File: config.mk
export PLATFORM = sky130hd
export DESIGN_NAME = mmio_port_responder
export DESIGN_NICKNAME = d
export VERILOG_FILES = /design/src/rtl/mmio_pkg.sv /design/src/rtl/input_sync_edge.sv /design/src/rtl/mmio_port_responder.sv
export SDC_FILE = /design/constraint.sdc
export NUM_CORES = 1
export LEC_CHECK = 0
export CAP_MARGIN = 15
export CORE_MARGIN = 1
export CORE_UTILIZATION = 46
export DETAILED_ROUTE_END_ITERATION = 6
export HOLD_SLACK_MARGIN = 0.05
export PLACE_DENSITY = 0.81
export SLEW_MARGIN = 5
export SYNTH_ARGS = -nofsm -noshare
export SYNTH_HDL_FRONTEND = slang
export SYNTH_SLANG_ARGS = --single-unit
export TNS_END_PERCENT = 20
File: constraint.sdc
create_clock -name clk -period 3 [get_ports clk]
set_input_delay 0.3 -clock clk [delete_from_list [all_inputs] [get_ports clk]]
set_output_delay 0.3 -clock clk [all_outputs]
set_load 0.05 [all_outputs]
File: src/rtl/mmio_pkg.sv
// Register-map constants for the MMIO port responder.
// Latency: n/a (constants and a decode helper only).
// Backpressure: n/a.
package mmio_pkg;

    // Byte offsets within the 16-byte register window
    localparam logic [3:0] OFS_PORT_OUT    = 4'h0;
    localparam logic [3:0] OFS_PORT_IN     = 4'h4;
    localparam logic [3:0] OFS_EDGE_STATUS = 4'h8;
    localparam logic [3:0] OFS_EDGE_MASK   = 4'hC;

    // Word-aligned offset of a byte address inside the window
    function automatic logic [3:0] word_ofs(input logic [31:0] addr);
        return {addr[3:2], 2'b00};
    endfunction

endpackage

File: src/rtl/input_sync_edge.sv
// Two-flop synchronizer for asynchronous pins plus a rising-edge pulse per bit.
// Latency: pin change visible on sync_q 2 clk later; rise pulses for 1 clk right after that.
// Backpressure: none; free-running every cycle.
module input_sync_edge #(
    parameter int W = 8
) (
    input  logic         clk,
    input  logic         reset,
    input  logic [W-1:0] din,
    output logic [W-1:0] sync_q,
    output logic [W-1:0] rise
);

    logic [W-1:0] meta_q;
    logic [W-1:0] prev_q;

    // Synchronizer chain plus delayed copy; all clear together so reset never fakes an edge
    always_ff @(posedge clk) begin
        if (reset) begin
            meta_q <= '0;
            sync_q <= '0;
            prev_q <= '0;
        end else begin
            meta_q <= din;
            sync_q <= meta_q;
            prev_q <= sync_q;
        end
    end

    assign rise = sync_q & ~prev_q;

endmodule

File: src/rtl/mmio_port_responder.sv
// MMIO slave on the core data bus: output port, synchronized input port, sticky edge status, IRQ.
// Latency: reads combinational in the access cycle; writes visible next cycle; IRQ registered (+1 clk).
// Backpressure: none; every access completes in one cycle, the core is never stalled.
module mmio_port_responder
    import mmio_pkg::*;
#(
    parameter logic [31:0] BASE_ADDR = 32'h1001_0100,
    parameter int          IN_WIDTH  = 8
) (
    input  logic                clk,
    input  logic                reset,
    input  logic [31:0]         Address,
    input  logic [31:0]         WriteData,
    input  logic                MemWrite,
    input  logic                MemRead,
    input  logic [IN_WIDTH-1:0] PortIn,
    output logic                Hit,
    output logic [31:0]         ReadData,
    output logic [31:0]         PortOut,
    output logic                IRQ
);

    logic [IN_WIDTH-1:0] port_in_sync;
    logic [IN_WIDTH-1:0] port_in_rise;
    logic [IN_WIDTH-1:0] edge_status;
    logic [IN_WIDTH-1:0] edge_mask;
    logic [IN_WIDTH-1:0] status_clr;
    logic [3:0]          ofs;
    logic                wr_en;

    input_sync_edge #(.W(IN_WIDTH)) u_sync (
        .clk    (clk),
        .reset  (reset),
        .din    (PortIn),
        .sync_q (port_in_sync),
        .rise   (port_in_rise)
    );

    // Window decode: word-aligned accesses inside the 16-byte block only
    assign ofs   = word_ofs(Address);
    assign Hit   = (Address[31:4] == BASE_ADDR[31:4]) && (Address[1:0] == 2'b00) && (MemRead || MemWrite);
    assign wr_en = Hit && MemWrite;

    // W1C mask for the status register, only when this cycle writes EDGE_STATUS
    always_comb begin
        status_clr = '0;
        if (wr_en && (ofs == OFS_EDGE_STATUS)) begin
            status_clr = WriteData[IN_WIDTH-1:0];
        end
    end

    // Register file; reset wins over a coincident write, and a new edge wins over a clear
    always_ff @(posedge clk) begin
        if (reset) begin
            PortOut     <= '0;
            edge_status <= '0;
            edge_mask   <= '0;
        end else begin
            if (wr_en && (ofs == OFS_PORT_OUT)) begin
                PortOut <= WriteData;
            end
            if (wr_en && (ofs == OFS_EDGE_MASK)) begin
                edge_mask <= WriteData[IN_WIDTH-1:0];
            end
            edge_status <= (edge_status & ~status_clr) | port_in_rise;
        end
    end

    // Interrupt flop follows the registered status/mask one cycle later
    always_ff @(posedge clk) begin
        if (reset) begin
            IRQ <= 1'b0;
        end else begin
            IRQ <= |(edge_status & edge_mask);
        end
    end

    // Read mux from current (pre-write) register values; zero when not a read hit
    always_comb begin
        ReadData = '0;
        if (Hit && MemRead) begin
            case (ofs)
                OFS_PORT_OUT:    ReadData = PortOut;
                OFS_PORT_IN:     ReadData[IN_WIDTH-1:0] = port_in_sync;
                OFS_EDGE_STATUS: ReadData[IN_WIDTH-1:0] = edge_status;
                OFS_EDGE_MASK:   ReadData[IN_WIDTH-1:0] = edge_mask;
                default:         ReadData = '0;
            endcase
        end
    end

endmodule
Word-level counts from Yosys, hierarchy flattened:

Cells that the tools add are included.

* output and inout bits: 66
* register bits after elaboration: 73
* input bits: 76

* reduce and logical (&&, ||, !) cells: 11
* bitwise operators: 6
* equal/unequal tests: 4
* mux-type cells: 4

Operator list (number)
* 32-bit 2-to-1 mux: 1
* 8-bit one-hot mux with 4 select lines: 1
* 28-bit by 25-bit equality test with 1-bit output, second input constant: 1
* 8-bit AND: 3
* 24-bit 2-to-1 mux: 1
* 8-bit inverter: 2
* 8-bit 2-to-1 mux: 1
* 8-bit OR: 1
* 8-bit OR reduction: 1
* 1-bit logical AND: 7
* 2-bit equality test, second input constant: 2
* 4-bit logical NOT: 1
* 2-bit by 1-bit equality test with 1-bit output, second input constant: 1
* 2-bit logical NOT: 1
* 1-bit logical OR: 1

Depth between registers and ports, before layout:

Gate-level depths: netlist (run 1).

* depth after elaboration: 9
* gate-level depth with buffers: 5

Modules after synthesis:

A second synthesis (run 1) with hierarchy kept.

* cell total of the unflattened synthesis: 328
* area total of the unflattened synthesis: 3472.1 um2

By module, submodules not included
* mmio_port_responder: cells an instance 270, times used 1, area an instance 2728.9 um2, sequential area each 980.9 um2
* input_sync_edge: cells an instance 58, times used 1, area an instance 743.2 um2, sequential area each 480.5 um2

Worst setup path before layout (run 1):

No wires, ideal clock.

* path kind: input -> output
* start: input Address[31]
* end: output ReadData[0]
* buffers on the path: 1
* stages: 5
* arrival: 2.214 ns
* slack: 0.486 ns
* data required time: 2.700 ns
* cell sequence: nor4b_4 > nand4_4 > or4_1 > clkbuf_1 > nor2b_1

* longest elaborated chain between the ends: 5

RTL lines
* start, declared: RTL line mmio_port_responder.sv:12 `input logic [31:0] Address,`
* 28-bit by 25-bit equality test with 1-bit output: RTL line mmio_port_responder.sv:41 `assign Hit = (Address[31:4] == BASE_ADDR[31:4]) && (Address[1:0] == 2'b00) && (MemRead || MemWrite);`
* 1-bit logical AND (2 in series): RTL line mmio_port_responder.sv:41
* 1-bit logical AND: RTL line mmio_port_responder.sv:81 `if (Hit && MemRead) begin`
* 32-bit 2-to-1 mux: RTL line mmio_port_responder.sv:81
* end, declared: RTL line mmio_port_responder.sv:18 `output logic [31:0] ReadData,`

Every way passes these cells.

Worst setup path after layout (run 1):

* start: input Address[5]
* end: output ReadData[5]

Same word-level chain as after synthesis.

==> results of run 1 <==
-- worst max-delay path: stages --
cell	delay, ns
clkdlybuf4s50_1	0.46
nor4_4	0.33
nand4_4	0.13
or4_1	0.70
nor2b_1	0.30
buf_12	0.18
-- report_power, final --
| group | total [W] | switching (W) | internal [W] |
|---|---|---|---|
| clock | 0.000753 | 0.000370 | 0.000384 |
| combinational | 0.000200 | 0.0000646 | 0.000135 |
| sequential | 0.000996 | 0.00000952 | 0.000987 |
-- per-stage QoR --
stage / instances / cell area (µm²) / util (%)
4_1_cts: 567 / 5440 / 75.4
6_report: 567 / 5440 / 75.4
3_3_place_gp: 551 / 5250 / 72.7
5_1_grt: 567 / 5440 / 75.4
2_1_floorplan: 320 / 3410 / -
3_5_place_dp: 551 / 5250 / 72.7
-- flip-flops by register name (all words and copies together), names as in the netlist --
register	cells
PortOut	32
u_sync.prev_q	8
u_sync.sync_q	8
edge_status	8
u_sync.meta_q	8
IRQ	1
edge_mask	8
-- routing by layer --
layer / share of wire, % / GRT usage, % / vias to the layer above
met5: 0 / 0 / -
met4: 2.1 / 9.82 / 0
met3: 6.2 / 3.96 / 15
met2: 52 / 40.4 / 95
met1: 40 / 25.3 / 1259
li1: - / - / 1373
-- placed cells by master, fill, tap and decap left out, types with 3 or more instances in the layout --
master           count
clkinv_2             3
mux2i_1             40
clkbuf_8             9
and2_1              24
nand2b_1            80
clkdlybuf4s50_1    107
a22oi_1              4
nor2b_1             40
dfxtp_1             73
buf_4               10
nor4_4               5
a311oi_1             8
mux4_2               8
buf_12              33
nand2_1              3
-- area by class of cell --
type,instances,area (µm²)
multi-input combinational,227,1850
timing repair buffer,151,1810
fill,519,1770
sequential,73,1460
clock buffer,9,124
tap,99,124
clock inverter,7,70.1
inverter,1,3.75
-- synthesized netlist by cell type --
library cell / count / area [µm²]
nand2b_1: 80 / 500
nor4_2: 2 / 25.0
o211ai_2: 1 / 12.5
buf_2: 1 / 5.00
and2_1: 24 / 150
mux2i_1: 40 / 400
nor4_4: 5 / 106
or4_1: 1 / 7.51
buf_6: 3 / 33.8
nor4b_4: 1 / 23.8
nor3_1: 1 / 5.00
nor4_1: 1 / 6.26
a311oi_1: 8 / 70.1
clkbuf_1: 15 / 56.3
nor2_1: 2 / 7.51
nand2_1: 3 / 11.3
nand3_1: 1 / 5.00
nor4b_1: 2 / 17.5
a41oi_1: 1 / 8.76
nand4_4: 1 / 21.3
dfxtp_1: 73 / 1460
nand3b_1: 1 / 7.51
a22oi_1: 4 / 30.0
inv_1: 1 / 3.75
nor2b_1: 40 / 250
mux4_2: 8 / 180
-- how the worst max path moves through the flow --
stage	depth (start not counted)	slack [ns]	end	start
after floorplan	5	0.49	ReadData[0]	Address[31]
after global placement	6	0.36	ReadData[0]	Address[5]
after CTS	6	0.27	ReadData[4]	Address[26]
after detailed placement	6	0.28	ReadData[4]	Address[26]
after global routing	6	0.19	ReadData[5]	Address[5]
final	6	0.31	ReadData[5]	Address[5]
-- cells by family (layout without fill, tap and decap cells) --
logic type,after synthesis,in the layout
buffers and inverters,20,168
AOI/OAI and AO/OA,14,14
muxes,48,48
and+or+nand+nor,165,165
DFF,73,73
==> impl_metrics.json, run 1 <==
{
  "status": "complete, no violations",
  "synth_top_family_by_area": "simple AND/OR/NAND/NOR gates",
  "vias": 2742,
  "netlist_instances": 320,
  "dieWidth_um": 88.1,
  "hold_path.class": "reg -> reg",
  "power.density_nw_per_um2": 358,
  "io_buffers": 141,
  "wl_per_cell_um": 14.7,
  "cts_setup_buffers": 0,
  "tightest_slew_ns": 0.794,
  "clockRootBuffer": "clkbuf_8",
  "grt_usage_pct": 22.2,
  "start_util_pct": 47.2,
  "worstPathRequired_ns": 2.70,
  "dieArea_um2": 7750,
  "r2r_start": "u_sync.prev_q[2]$_SDFF_PP0_",
  "drive_gt1_share_pct": 16.7,
  "postRouteAntennaNets": 0,
  "synth_adder_area_share_pct": 0,
  "r2r-end": "edge_status[2]$_SDFF_PP0_",
  "clk_pin_slew_worst_paths_ns": 0.08,
  "max_freq_mhz": 372,
  "cts.repair.resized": 0,
  "syn_avg_cell_area_um2": 10.6,
  "hold_violations": 0,
  "critical_path.max_fanout": 8,
  "ys_ff_latch": 73,
  "min-delay-start": "u_sync.meta_q[0]$_SDFF_PP0_",
  "syn_area_um2": 3410,
  "cts_tree": "done",
  "clock-sinks": 73,
  "antenna_found_initial": 0,
  "htree_levels": 3,
  "rsz0062_at_grt": "false",
  "startpoint_type": "input port",
  "viasPerCell": 4.84,
  "crit_arrival_ns": 2.39,
  "pre_cts_ws_ns": 0.278,
  "clock_latency_ns": 0.35,
  "power_leakage_nw": 1.91,
  "yosysWarnings": 0,
  "skew_ns": 0.00806,
  "grt_overflow": 0,
  "min_period_ns": 2.69,
  "syn_nets": 396,
  "gp_congestion": 0.744,
  "muxShareOfSynthArea_pct": 17.0,
  "io_pins": 142,
  "drv_cap": 0,
  "grt_max_degree": 106,
  "drtPass1Iterations": 4,
  "yosys.area_share.simple_pct": 33.6,
  "rrSetupSlack_ns": 2.07,
  "rr_worst_depth": 3,
  "worst_setup_path_end_kind": "primary output",
  "ys_seq_area_share_pct": 42.9,
  "whs_endpoint": "u_sync.sync_q[0]$_SDFF_PP0_",
  "synth_xor_area_share_pct": 0,
  "first_iter_violations": 104,
  "synth.distinct_cells": 26,
  "layout_setup_ws_ns": 0.314,
  "die_h_um": 88.1,
  "cts_buffer_depth": 2,
  "fin_tns_setup_ns": 0,
  "p_total_w": 0.00195,
  "max_slew_margin_pct": 47.1,
  "nets": 539,
  "coreArea_um2": 7210,
  "synth_compound_area_share_pct": 3.56,
  "hold_buffers": 0,
  "cts_buffers": 9,
  "grt_pass1_vias": 2756,
  "wirelength_um": 8310,
  "min_path_cells": 1,
  "finalSetupViolCount": 0,
  "syn_to_final_growth_pct": 59.7,
  "fin_crit_sh_pct": 89.5,
  "critPathKind": "in -> out",
  "vdd_drop_max_mv": 0.265,
  "antenna_cells": 0,
  "whs_ns": 0.437,
  "drc": 0,
  "rows": 31,
  "drv_slew": 0,
  "dp_hpwl_um": 6140,
  "grt_pass1_wl_um": 12900
}
No activity file was read; power rests on OpenSTA's default activity.
==> run 2, diff against run 1 <==
--- a/config.mk
+++ b/config.mk
@@ -9,7 +9,8 @@
 export CORE_MARGIN = 1
 export CORE_UTILIZATION = 46
 export DETAILED_ROUTE_END_ITERATION = 6
-export HOLD_SLACK_MARGIN = 0.05
+export GPL_ROUTABILITY_DRIVEN = 0
+export HOLD_SLACK_MARGIN = 0.1
 export PLACE_DENSITY = 0.81
 export SLEW_MARGIN = 5
 export SYNTH_ARGS = -nofsm -noshare
==> results of run 2 <==
Final layout, timing and power as in run 1 (identical DEF).
==> run 3, diff against run 2 <==
--- a/config.mk
+++ b/config.mk
@@ -6,7 +6,6 @@
 export NUM_CORES = 1
 export LEC_CHECK = 0
 export CAP_MARGIN = 15
-export CORE_MARGIN = 1
 export CORE_UTILIZATION = 46
 export DETAILED_ROUTE_END_ITERATION = 6
 export GPL_ROUTABILITY_DRIVEN = 0
==> constraint.sdc (replaced) <==
create_clock -name clk -period 3.1 [get_ports clk]
set_input_delay 0.31 -clock clk [delete_from_list [all_inputs] [get_ports clk]]
set_output_delay 0.31 -clock clk [all_outputs]
set_load 0.05 [all_outputs]
==> run 3 against run 2 <==
  * Cell area increased by 0.55%
  * Clock power increased by 13%
  * Sequential share of layout area decreased by 0.15 points
  * Flip-flop and latch count unchanged
==> impl_metrics.json, run 3 (synthesized netlist as in run 1, its figures left out) <==
{
  "status": "complete, no violations",
  "final_cell_mix": "108 x clkdlybuf4s50_1, 80 x nand2b_1, 73 x dfxtp_1",
  "dp_hpwl_um": 6430,
  "finalSetupViolCount": 0,
  "cts_buffers": 9,
  "postRouteAntennaNets": 0,
  "drtPass1Iterations": 4,
  "critical_path.max_fanout": 8,
  "r2r_start": "u_sync.sync_q[7]$_SDFF_PP0_",
  "p_total_w": 0.00201,
  "power_leakage_nw": 1.92,
  "final_common_cell": "clkdlybuf4s50_1",
  "antenna_found_initial": 0,
  "hold_buffers": 0,
  "cp_cell_sequence": "clkdlybuf4s50_1 -> nor4_4 -> nand4_4 -> or4_1 -> nor2b_1 -> buf_12",
  "max_slew_margin_pct": 47.3,
  "grt_overflow": 0,
  "skew_ns": 0.0109,
  "clockRootBuffer": "clkbuf_8",
  "grt_max_degree": 58,
  "htree_levels": 3,
  "cpMaxStageDelayCell": "or4_1",
  "antenna_cells": 0,
  "max_freq_mhz": 355,
  "rrSetupSlack_ns": 2.17,
  "worst_setup_path_end_kind": "primary output",
  "hold_violations": 0,
  "slowest_delay_ns": 0.73,
  "cts_buffer_depth": 2,
  "grt_usage_pct": 22.7,
  "start_util_pct": 47.2,
  "wl_per_cell_um": 15.2,
  "clk_pin_slew_worst_paths_ns": 0.08,
  "io_buffers": 141,
  "viasPerCell": 4.83,
  "critPathKind": "in -> out",
  "tightest_slew_ns": 0.790,
  "min-delay-start": "u_sync.meta_q[7]$_SDFF_PP0_",
  "dieWidth_um": 88.1,
  "fin_tns_setup_ns": 0,
  "first_iter_violations": 136,
  "drv_cap": 0,
  "power.density_nw_per_um2": 367,
  "rr_worst_depth": 3,
  "hold_path.class": "reg -> reg",
  "wirelength_um": 8610,
  "io_pins": 142,
  "syn_to_final_growth_pct": 60.6,
  "r2r-end": "edge_status[7]$_SDFF_PP0_",
  "startpoint_type": "input port",
  "grt_pass1_vias": 2661,
  "clock-sinks": 73,
  "min_path_cells": 1,
  "coreArea_um2": 7210,
  "crit_arrival_ns": 2.51,
  "dieArea_um2": 7750,
  "rows": 31,
  "die_h_um": 88.1,
  "vias": 2735,
  "fin_crit_sh_pct": 91.0,
  "cts_tree": "done",
  "whs_ns": 0.440,
  "cts_setup_buffers": 0,
  "clock_latency_ns": 0.35,
  "worstPathRequired_ns": 2.79,
  "largest_register_ffs": 32,
  "endpoint": "ReadData[7]",
  "largest-register": "PortOut",
  "rsz0062_at_grt": "false",
  "drv_slew": 0,
  "nets": 538,
  "startpoint": "Address[5]",
  "min_period_ns": 2.82,
  "drive_gt1_share_pct": 16.3,
  "vdd_drop_max_mv": 0.308,
  "drc": 0,
  "cts.repair.resized": 0,
  "grt_pass1_wl_um": 13000
}
==> run 3: per-layer routing <==
layer / wire length (µm) / up-vias / global-route usage, %
met3: 599 / 12 / 5.94
met1: 3420 / 1262 / 25.5
li1: - / 1369 / -
met5: 0 / - / 0
met4: 154 / 0 / 8.65
met2: 4430 / 92 / 41.1
==> run 3: cell type report <==
type / count / area [µm²]
multi-input cells: 227 / 1850
repair buffers: 150 / 1810
fillers: 507 / 1740
flip-flops and latches: 73 / 1460
clock buffers: 10 / 138
well taps: 99 / 124
clock inverters: 6 / 91.3
inverters: 1 / 3.75
==> run 3: power breakdown <==
group | switching [W] | leakage (nW) | internal (W)
sequential | 0.00000951 | 0.593 | 0.000955
clock | 0.000370 | 0.116 | 0.000478
combinational | 0.0000637 | 1.21 | 0.000131
total | 0.000443 | 1.92 | 0.00156
==> run 3: stage by stage <==
stage / cell area, µm² / utilization (%) / cells / worst slack (ns)
finish: 5470 / 75.8 / 566 / 0.280
global route: 5470 / 75.8 / 566 / 0.178
CTS: 5470 / 75.8 / 566 / 0.252
detailed placement: 5240 / 72.7 / 550 / 0.256
global placement: 5240 / 72.7 / 550 / 0.322
floorplan: 3410 / - / 320 / 0.566
==> run 3: worst min path at each step <==
stage,endpoint,slack (ns)
after floorplan,u_sync.sync_q[0]$_SDFF_PP0_,0.41
after global placement,u_sync.sync_q[2]$_SDFF_PP0_,0.42
after detailed placement,u_sync.sync_q[6]$_SDFF_PP0_,0.42
after CTS,u_sync.sync_q[6]$_SDFF_PP0_,0.44
after global routing,u_sync.sync_q[6]$_SDFF_PP0_,0.45
final,u_sync.sync_q[7]$_SDFF_PP0_,0.44
==> run 3: worst max-delay path: cells and delay by family <==
family / cells / cell delay, ns
AND/OR/NAND/NOR: 4 / 1.57
buffers and inverters: 2 / 0.62
